**src/rtl/react_match_if.sv**
```systemverilog
// Handshake and result bus between react_match_fsm, the timer/LFSR delay unit
// and the display/LED drivers.
// master: the side that drives the pulses (delay unit, buttons).
// slave:  the controller itself.
interface react_match_if #(
  parameter int NUM_PLAYERS = 2,
  parameter int TRIALS_LOG2 = 3,
  parameter int TIME_W      = 10
);
  logic                                   action_i;
  logic                                   start_i;
  logic                                   cleared_i;
  logic                                   react_i;
  logic                                   overflow_i;
  logic [TIME_W-1:0]                      react_time_i;
  logic [3:0]                             state_o;
  logic [2:0]                             cur_player_o;
  logic [NUM_PLAYERS*(TRIALS_LOG2+1)-1:0] trial_cnt_o;
  logic [NUM_PLAYERS*TIME_W-1:0]          avg_o;
  logic [2:0]                             winner_o;
  logic                                   tie_o;
  logic                                   done_o;

  modport master (
    output action_i, start_i, cleared_i, react_i, overflow_i, react_time_i,
    input  state_o, cur_player_o, trial_cnt_o, avg_o, winner_o, tie_o, done_o
  );

  modport slave (
    input  action_i, start_i, cleared_i, react_i, overflow_i, react_time_i,
    output state_o, cur_player_o, trial_cnt_o, avg_o, winner_o, tie_o, done_o
  );
endinterface

```
**src/rtl/react_match_fsm.sv**
```systemverilog
// Multi-player reaction-time match controller.
// Runs each player through 2^TRIALS_LOG2 trials, accumulates saturated
// reaction times, averages them, then scans one player per cycle for the
// lowest average.
// Optional build macro REACT_FALSE_START_EN: a react pulse while waiting for
// the stimulus counts as a false start and stores a MAX_TIME penalty trial.
//
// state    | meaning
// ---------+---------------------------------------------------------
// IDLE     | waiting for the current player to press action
// WAIT     | random delay running, waiting for start_i
// CLR_CNT1 | reaction counter being cleared before the stimulus
// START    | stimulus on, waiting for react_i or overflow_i
// STORAGE  | add latched sample to the current player's sum/count
// CLR_CNT2 | counter cleared between trials of the same player
// AVERAGE  | compute current player's average, pick next player
// COMPARE  | scan averages, one player per cycle
// DONE     | results valid and held until action_i
module react_match_fsm #(
  parameter int NUM_PLAYERS = 2,
  parameter int TRIALS_LOG2 = 3,
  parameter int TIME_W      = 10,
  parameter int MAX_TIME    = 999
) (
  input logic         clk,
  input logic         rst,
  react_match_if.slave bus
);

  localparam int SUM_W = TIME_W + TRIALS_LOG2;
  localparam int CNT_W = TRIALS_LOG2 + 1;
  localparam logic [CNT_W-1:0]  TRIALS = CNT_W'(1 << TRIALS_LOG2);
  localparam logic [TIME_W-1:0] MAX_T  = TIME_W'(MAX_TIME);

  typedef enum logic [3:0] {
    IDLE     = 4'd0,
    WAIT     = 4'd1,
    CLR_CNT1 = 4'd2,
    START    = 4'd3,
    STORAGE  = 4'd4,
    CLR_CNT2 = 4'd5,
    AVERAGE  = 4'd6,
    COMPARE  = 4'd7,
    DONE     = 4'd8
  } state_t;

  state_t            state_q, state_d;
  logic [2:0]        cur_q, cur_d;
  logic [2:0]        scan_q, scan_d;
  logic [2:0]        winner_q, winner_d;
  logic              tie_q, tie_d;
  logic              done_q, done_d;
  logic [TIME_W-1:0] sample_q, sample_d;
  logic [TIME_W-1:0] best_q, best_d;
  logic [SUM_W-1:0]  sum_q   [NUM_PLAYERS];
  logic [SUM_W-1:0]  sum_d   [NUM_PLAYERS];
  logic [CNT_W-1:0]  trial_q [NUM_PLAYERS];
  logic [CNT_W-1:0]  trial_d [NUM_PLAYERS];
  logic [TIME_W-1:0] avg_q   [NUM_PLAYERS];
  logic [TIME_W-1:0] avg_d   [NUM_PLAYERS];

  logic [TIME_W-1:0] sat_time;
  logic [CNT_W-1:0]  cur_new_cnt;
  logic [TIME_W-1:0] scan_avg;
  logic              all_full;
  logic              found;

  // Next-state, datapath updates and scan, all defaulting to hold.
  always_comb begin
    int idx;
    state_d     = state_q;
    cur_d       = cur_q;
    scan_d      = scan_q;
    winner_d    = winner_q;
    tie_d       = tie_q;
    done_d      = done_q;
    sample_d    = sample_q;
    best_d      = best_q;
    sum_d       = sum_q;
    trial_d     = trial_q;
    avg_d       = avg_q;
    idx         = 0;
    found       = 1'b0;
    all_full    = 1'b1;
    cur_new_cnt = '0;
    scan_avg    = '0;
    sat_time    = (bus.react_time_i > MAX_T) ? MAX_T : bus.react_time_i;

    for (int p = 0; p < NUM_PLAYERS; p++) begin
      if (cur_q == 3'(p)) cur_new_cnt = trial_q[p] + CNT_W'(1);
      if (scan_q == 3'(p)) scan_avg = avg_q[p];
      if (trial_q[p] != TRIALS) all_full = 1'b0;
    end

    case (state_q)
      IDLE: begin
        if (bus.action_i) state_d = WAIT;
      end
      WAIT: begin
`ifdef REACT_FALSE_START_EN
        // A press before the stimulus is penalised, then re-armed via CLR_CNT2.
        if (bus.react_i) begin
          sample_d = MAX_T;
          state_d  = STORAGE;
        end else if (bus.start_i) begin
          state_d = CLR_CNT1;
        end
`else
        if (bus.start_i) state_d = CLR_CNT1;
`endif
      end
      CLR_CNT1: begin
        if (bus.cleared_i) state_d = START;
      end
      START: begin
        if (bus.react_i) begin
          sample_d = sat_time;
          state_d  = STORAGE;
        end else if (bus.overflow_i) begin
          sample_d = MAX_T;
          state_d  = STORAGE;
        end
      end
      STORAGE: begin
        for (int p = 0; p < NUM_PLAYERS; p++) begin
          if (cur_q == 3'(p)) begin
            sum_d[p]   = sum_q[p] + SUM_W'(sample_q);
            trial_d[p] = cur_new_cnt;
          end
        end
        state_d = (cur_new_cnt == TRIALS) ? AVERAGE : CLR_CNT2;
      end
      CLR_CNT2: begin
        if (bus.cleared_i) state_d = WAIT;
      end
      AVERAGE: begin
        for (int p = 0; p < NUM_PLAYERS; p++) begin
          if (cur_q == 3'(p)) avg_d[p] = sum_q[p][SUM_W-1:TRIALS_LOG2];
        end
        if (all_full) begin
          scan_d  = '0;
          state_d = COMPARE;
        end else begin
          // First unfinished player after the current one, wrapping.
          for (int k = 1; k < NUM_PLAYERS; k++) begin
            idx = int'(cur_q) + k;
            if (idx >= NUM_PLAYERS) idx = idx - NUM_PLAYERS;
            for (int p = 0; p < NUM_PLAYERS; p++) begin
              if (!found && p == idx && trial_q[p] != TRIALS) begin
                found = 1'b1;
                cur_d = 3'(p);
              end
            end
          end
          state_d = IDLE;
        end
      end
      COMPARE: begin
        if (scan_q == 3'd0) begin
          best_d   = scan_avg;
          winner_d = 3'd0;
          tie_d    = 1'b0;
        end else if (scan_avg < best_q) begin
          best_d   = scan_avg;
          winner_d = scan_q;
          tie_d    = 1'b0;
        end else if (scan_avg == best_q) begin
          tie_d = 1'b1;
        end
        if (scan_q == 3'(NUM_PLAYERS - 1)) begin
          done_d  = 1'b1;
          state_d = DONE;
        end else begin
          scan_d = scan_q + 3'd1;
        end
      end
      DONE: begin
        if (bus.action_i) begin
          for (int p = 0; p < NUM_PLAYERS; p++) begin
            sum_d[p]   = '0;
            trial_d[p] = '0;
            avg_d[p]   = '0;
          end
          done_d  = 1'b0;
          cur_d   = '0;
          state_d = IDLE;
        end
      end
      default: state_d = IDLE;
    endcase
  end

  // State and datapath registers with synchronous reset.
  always_ff @(posedge clk) begin
    if (rst) begin
      state_q  <= IDLE;
      cur_q    <= '0;
      scan_q   <= '0;
      winner_q <= '0;
      tie_q    <= 1'b0;
      done_q   <= 1'b0;
      sample_q <= '0;
      best_q   <= '0;
      for (int p = 0; p < NUM_PLAYERS; p++) begin
        sum_q[p]   <= '0;
        trial_q[p] <= '0;
        avg_q[p]   <= '0;
      end
    end else begin
      state_q  <= state_d;
      cur_q    <= cur_d;
      scan_q   <= scan_d;
      winner_q <= winner_d;
      tie_q    <= tie_d;
      done_q   <= done_d;
      sample_q <= sample_d;
      best_q   <= best_d;
      sum_q    <= sum_d;
      trial_q  <= trial_d;
      avg_q    <= avg_d;
    end
  end

  assign bus.state_o      = state_q;
  assign bus.cur_player_o = cur_q;
  assign bus.winner_o     = winner_q;
  assign bus.tie_o        = tie_q;
  assign bus.done_o       = done_q;

  for (genvar g = 0; g < NUM_PLAYERS; g++) begin : g_pack
    assign bus.trial_cnt_o[g*CNT_W +: CNT_W] = trial_q[g];
    assign bus.avg_o[g*TIME_W +: TIME_W]     = avg_q[g];
  end

endmodule

```
**src/flat_wrapper.sv**
```systemverilog
// flat-port wrapper written by rule: the top's interface ports become plain ports
module react_match_fsm_flat 
#(
  parameter int NUM_PLAYERS = 2,
  parameter int TRIALS_LOG2 = 3,
  parameter int TIME_W      = 10,
  parameter int MAX_TIME    = 999
)
  (clk, rst, bus_action_i, bus_start_i, bus_cleared_i, bus_react_i, bus_overflow_i, bus_react_time_i, bus_state_o, bus_cur_player_o, bus_trial_cnt_o, bus_avg_o, bus_winner_o, bus_tie_o, bus_done_o);
  react_match_if #(.NUM_PLAYERS(NUM_PLAYERS), .TRIALS_LOG2(TRIALS_LOG2), .TIME_W(TIME_W)) bus_i ();
  input logic clk;
  input logic rst;
  input wire logic [$bits(bus_i.action_i)-1:0] bus_action_i;
  input wire logic [$bits(bus_i.start_i)-1:0] bus_start_i;
  input wire logic [$bits(bus_i.cleared_i)-1:0] bus_cleared_i;
  input wire logic [$bits(bus_i.react_i)-1:0] bus_react_i;
  input wire logic [$bits(bus_i.overflow_i)-1:0] bus_overflow_i;
  input wire logic [$bits(bus_i.react_time_i)-1:0] bus_react_time_i;
  output wire logic [$bits(bus_i.state_o)-1:0] bus_state_o;
  output wire logic [$bits(bus_i.cur_player_o)-1:0] bus_cur_player_o;
  output wire logic [$bits(bus_i.trial_cnt_o)-1:0] bus_trial_cnt_o;
  output wire logic [$bits(bus_i.avg_o)-1:0] bus_avg_o;
  output wire logic [$bits(bus_i.winner_o)-1:0] bus_winner_o;
  output wire logic [$bits(bus_i.tie_o)-1:0] bus_tie_o;
  output wire logic [$bits(bus_i.done_o)-1:0] bus_done_o;
  assign bus_i.action_i = bus_action_i;
  assign bus_i.start_i = bus_start_i;
  assign bus_i.cleared_i = bus_cleared_i;
  assign bus_i.react_i = bus_react_i;
  assign bus_i.overflow_i = bus_overflow_i;
  assign bus_i.react_time_i = bus_react_time_i;
  assign bus_state_o = bus_i.state_o;
  assign bus_cur_player_o = bus_i.cur_player_o;
  assign bus_trial_cnt_o = bus_i.trial_cnt_o;
  assign bus_avg_o = bus_i.avg_o;
  assign bus_winner_o = bus_i.winner_o;
  assign bus_tie_o = bus_i.tie_o;
  assign bus_done_o = bus_i.done_o;
  react_match_fsm #(.NUM_PLAYERS(NUM_PLAYERS), .TRIALS_LOG2(TRIALS_LOG2), .TIME_W(TIME_W), .MAX_TIME(MAX_TIME)) u_core (.clk(clk), .rst(rst), .bus(bus_i));
endmodule
```
**config.mk**
```make
export PLATFORM = sky130hd
export DESIGN_NAME = react_match_fsm_flat
export DESIGN_NICKNAME = d
export VERILOG_FILES = /design/src/rtl/react_match_if.sv /design/src/rtl/react_match_fsm.sv /design/src/flat_wrapper.sv
export SDC_FILE = /design/constraint.sdc
export NUM_CORES = 1
export LEC_CHECK = 0
export ABC_AREA = 1
export BUFFER_PORTS_ARGS = -buffer_cell sky130_fd_sc_hd__buf_2
export CAP_MARGIN = 0
export CORE_MARGIN = 3
export CORE_UTILIZATION = 45
export DETAILED_ROUTE_END_ITERATION = 8
export PLACE_DENSITY = 0.6
export SYNTH_ARGS = -nofsm -noshare
export SYNTH_HDL_FRONTEND = slang
export SYNTH_SLANG_ARGS = --single-unit
```
**constraint.sdc**
```tcl
create_clock -name clk -period 6.05 [get_ports clk]
set_input_delay 1.21 -clock clk [delete_from_list [all_inputs] [get_ports clk]]
set_output_delay 1.21 -clock clk [all_outputs]
set_load 0.02 [all_outputs]
```
==> results_dict.tcl <==
set metrics [dict create \
    reg2reg_to "u_core.best_q[6]" \
    ys_types 43 \
    critPathCaptureType "flop" \
    rsz0062_at_grt "no" \
    die_h_um 112 \
    hold_violations 0 \
    cts.sinks 87 \
    synth_edf_count 0 \
    viasPerCell 5.33 \
    seq_area_frac_synth 0.343 \
    setup_violations 0 \
    clockBufferDepth 2 \
    max_freq_ghz 0.304 \
    firstDrtPassIters 5 \
    cp_common_cell "nand2_1" \
    wirelength_um 14100 \
    drv_slew 0 \
    synth_warnings 0 \
    cp_num_cells 16 \
    grt_usage 0.228 \
    gp_congestion 0.912 \
    syn_area_per_cell_um2 6.79 \
    path_buf_inv 3 \
    cpPeakStageDelay_ps 410 \
    yosysMostFrequentCell "nand2_1" \
    area_delta_synth_final_pct 12.7 \
    required_ps 6290 \
    final_nets 844 \
    min_path_type "flop to flop" \
    dp_hpwl_um 10600 \
    ioPinCount 57 \
    synthArstFlopShare 0 \
    whs_path_depth 2 \
    register_area_mm2 0.00174 \
    worstSetupStartpointType "flop" \
    tritoncts "yes" \
    r2r_slack_ps 2770 \
    multi_input_area_mm2 0.00293 \
    path_delay_family "simple AND/OR/NAND/NOR gates" \
    r2r_cells 16 \
    core_area_mm2 0.0109 \
    syn-cell-area_mm2 0.00508 \
    grt_pass1_vias 4678 \
    ctsHoldBuffers 0 \
    path_class "flop to flop" \
    ys_top_cells_by_count "184 x nand2_1, 89 x nand3_1, 87 x dfxtp_1" \
    grt_overflow_total 0 \
    die_area_mm2 0.0126 \
    yosysTopAreaCellShare 0.343 \
    finalPower_uw 1410 \
    htree_levels 3 \
    crit_fanout 14 \
    routedWlPerCell_um 15.1 \
    drc_errors 0 \
    initialDrtViolationCount 457 \
    cp_cell_sequence "inv_1, ha_1, nand2_1, clkinv_1, nand2_1, nand2_1, ha_1, nand2_1, inv_1, nor2_1, o21a_1, nand3_1, nand2_1, nand2_1, nand3_1, nand2_1" \
    drive_above_1_share 0.116 \
    slowest_stage "nand2_1" \
    core.rowCount 38 \
    numCtsBuffers 9 \
    post_cts_buffers 0 \
    antenna_found_initial 0 \
    power_density_mw_per_mm2 247 \
    ir_drop_v 0.000260 \
    fin_crit_ps 3280 \
    reg2reg_from "u_core.scan_q[1]" \
    vias 4975 \
    root_buffer "clkbuf_16" \
    finClkSkew_ps 3.41 \
    start_util 0.465 \
    arrival_ps 3520 \
    clk_pin_slew_ps 60 \
    antenna_cells 0 \
    synth_area_leaders "dfxtp_1 34%, nand2_1 14%, nand3_1 8.8%" \
    ant_nets 0 \
    yosys.area.top_type "dfxtp_1" \
    grt_pass1_wl_um 23100 \
    endpoint "u_core.best_q[6]" \
    setup-tns-final_ps 0 \
    ctsResizeCount 0 \
    clk_latency_ps 350 \
    slew_headroom 0.218 \
    status "finished clean" \
    leakagePower_uw 0.00254 \
    setup.worst_path.start "u_core.scan_q[1]" \
    ys_seq_elements 87 \
    numPortBuffers 54 \
    grt_start_max_net_pins 57 \
    fp.dieW_um 112 \
    worstMarginPinSlew_ps 1170 \
    drv_cap 0 \
    syn_inst 748 \
    fin_crit_sh 0.543 \
    ys.flop_type "dfxtp_1" \
    nFillCells 1115 \
]
-- logic make-up (layout without fill, tap and decap cells) --
logic type | after synthesis | count (layout) | synth area share
AOI/OAI and AO/OA | 129 | 129 | 0.134
xor gates and xnor gates | 5 | 5 | 0.00862
adders and majority gates | 36 | 36 | 0.0916
buffers and inverters | 103 | 148 | 0.0808
DFF | 87 | 87 | 0.343
other | 1 | 2 | 0.000738
and+or+nand+nor | 387 | 387 | 0.341
-- flip-flops by register name (all words and copies together) (netlist names) --
register	count
u_core.best_q	10
u_core.bus.avg_o	20
u_core.bus.cur_player_o	1
u_core.bus.done_o	1
u_core.bus.state_o	4
u_core.bus.tie_o	1
u_core.bus.trial_cnt_o	8
u_core.bus.winner_o	3
u_core.sample_q	10
u_core.scan_q	3
u_core.sum_q	26
-- stage by stage --
| step | worst slack (ps) | hold WS, ps | utilization | cell area (um^2) | instances |
|---|---|---|---|---|---|
| global placement | 2780 | 454 | 0.496 | 5420 | 920 |
| floorplan | 3690 | 443 | - | 5080 | 749 |
| CTS | 2810 | 470 | 0.524 | 5730 | 934 |
| global route | 2400 | 485 | 0.524 | 5730 | 934 |
| finish | 2770 | 468 | 0.524 | 5730 | 934 |
| detailed placement | 2740 | 460 | 0.496 | 5420 | 920 |
-- metal layers --
layer	wire, um	track usage	vias up
met5	0	0	-
met4	193	0.0601	0
met3	742	0.0501	12
met2	6630	0.378	114
met1	6560	0.302	2272
li1	-	-	2577
-- cells in the final DEF, fill, tap and decap left out, types with 2 or more instances in the layout --
cell type,netlist,final
clkinv_1,4,4
o21bai_1,3,3
a31oi_1,2,2
inv_1,68,68
nand2_4,3,3
nand4_1,23,23
nand2_2,4,4
fa_1,2,2
nand3b_1,3,3
xnor2_1,2,2
nand2_1,184,184
nand3_1,89,89
bufinv_16,0,2
conb_1,1,2
clkbuf_16,0,9
xor2_1,3,3
nor2_1,55,55
o22ai_1,3,3
o21ai_0,27,27
inv_2,7,7
nor2_2,4,4
or2_2,2,2
buf_2,4,54
a21oi_1,86,86
nor3_1,14,14
ha_1,34,34
dfxtp_1,87,87
-- worst min-delay path, cell delays in order (launching register included) --
cell and delay, ps:
dfxtp_1 310, nand2_1 60, a21oi_1 50
-- cell type report --
type,count,share of cell area
Timing Repair Buffer,55,0.0485
Sequential cell,87,0.304
Multi-Input combinational cell,559,0.512
Tap cell,140,0.0306
Clock inverter,4,0.0127
Inverter,79,0.0518
Clock buffer,10,0.0400
-- where the power goes --
part / internal [uW] / switching (uW)
logic: 57.5 / 166
clock network: 357 / 228
registers: 585 / 21.3
total: 999 / 416
-- worst min path at each step --
| stage | startpoint | to | slack, ps |
|---|---|---|---|
| 2_1_floorplan | u_core.sum_q[13] | u_core.sum_q[13] | 440 |
| 3_3_place_gp | u_core.sum_q[13] | u_core.sum_q[13] | 450 |
| 3_5_place_dp | u_core.bus.winner_o[1] | u_core.bus.winner_o[1] | 460 |
| 4_1_cts | u_core.bus.winner_o[1] | u_core.bus.winner_o[1] | 470 |
| 5_1_grt | u_core.sum_q[0] | u_core.sum_q[0] | 480 |
| 6_report | u_core.sum_q[0] | u_core.sum_q[0] | 470 |
Power figures use the tool's default switching activity.
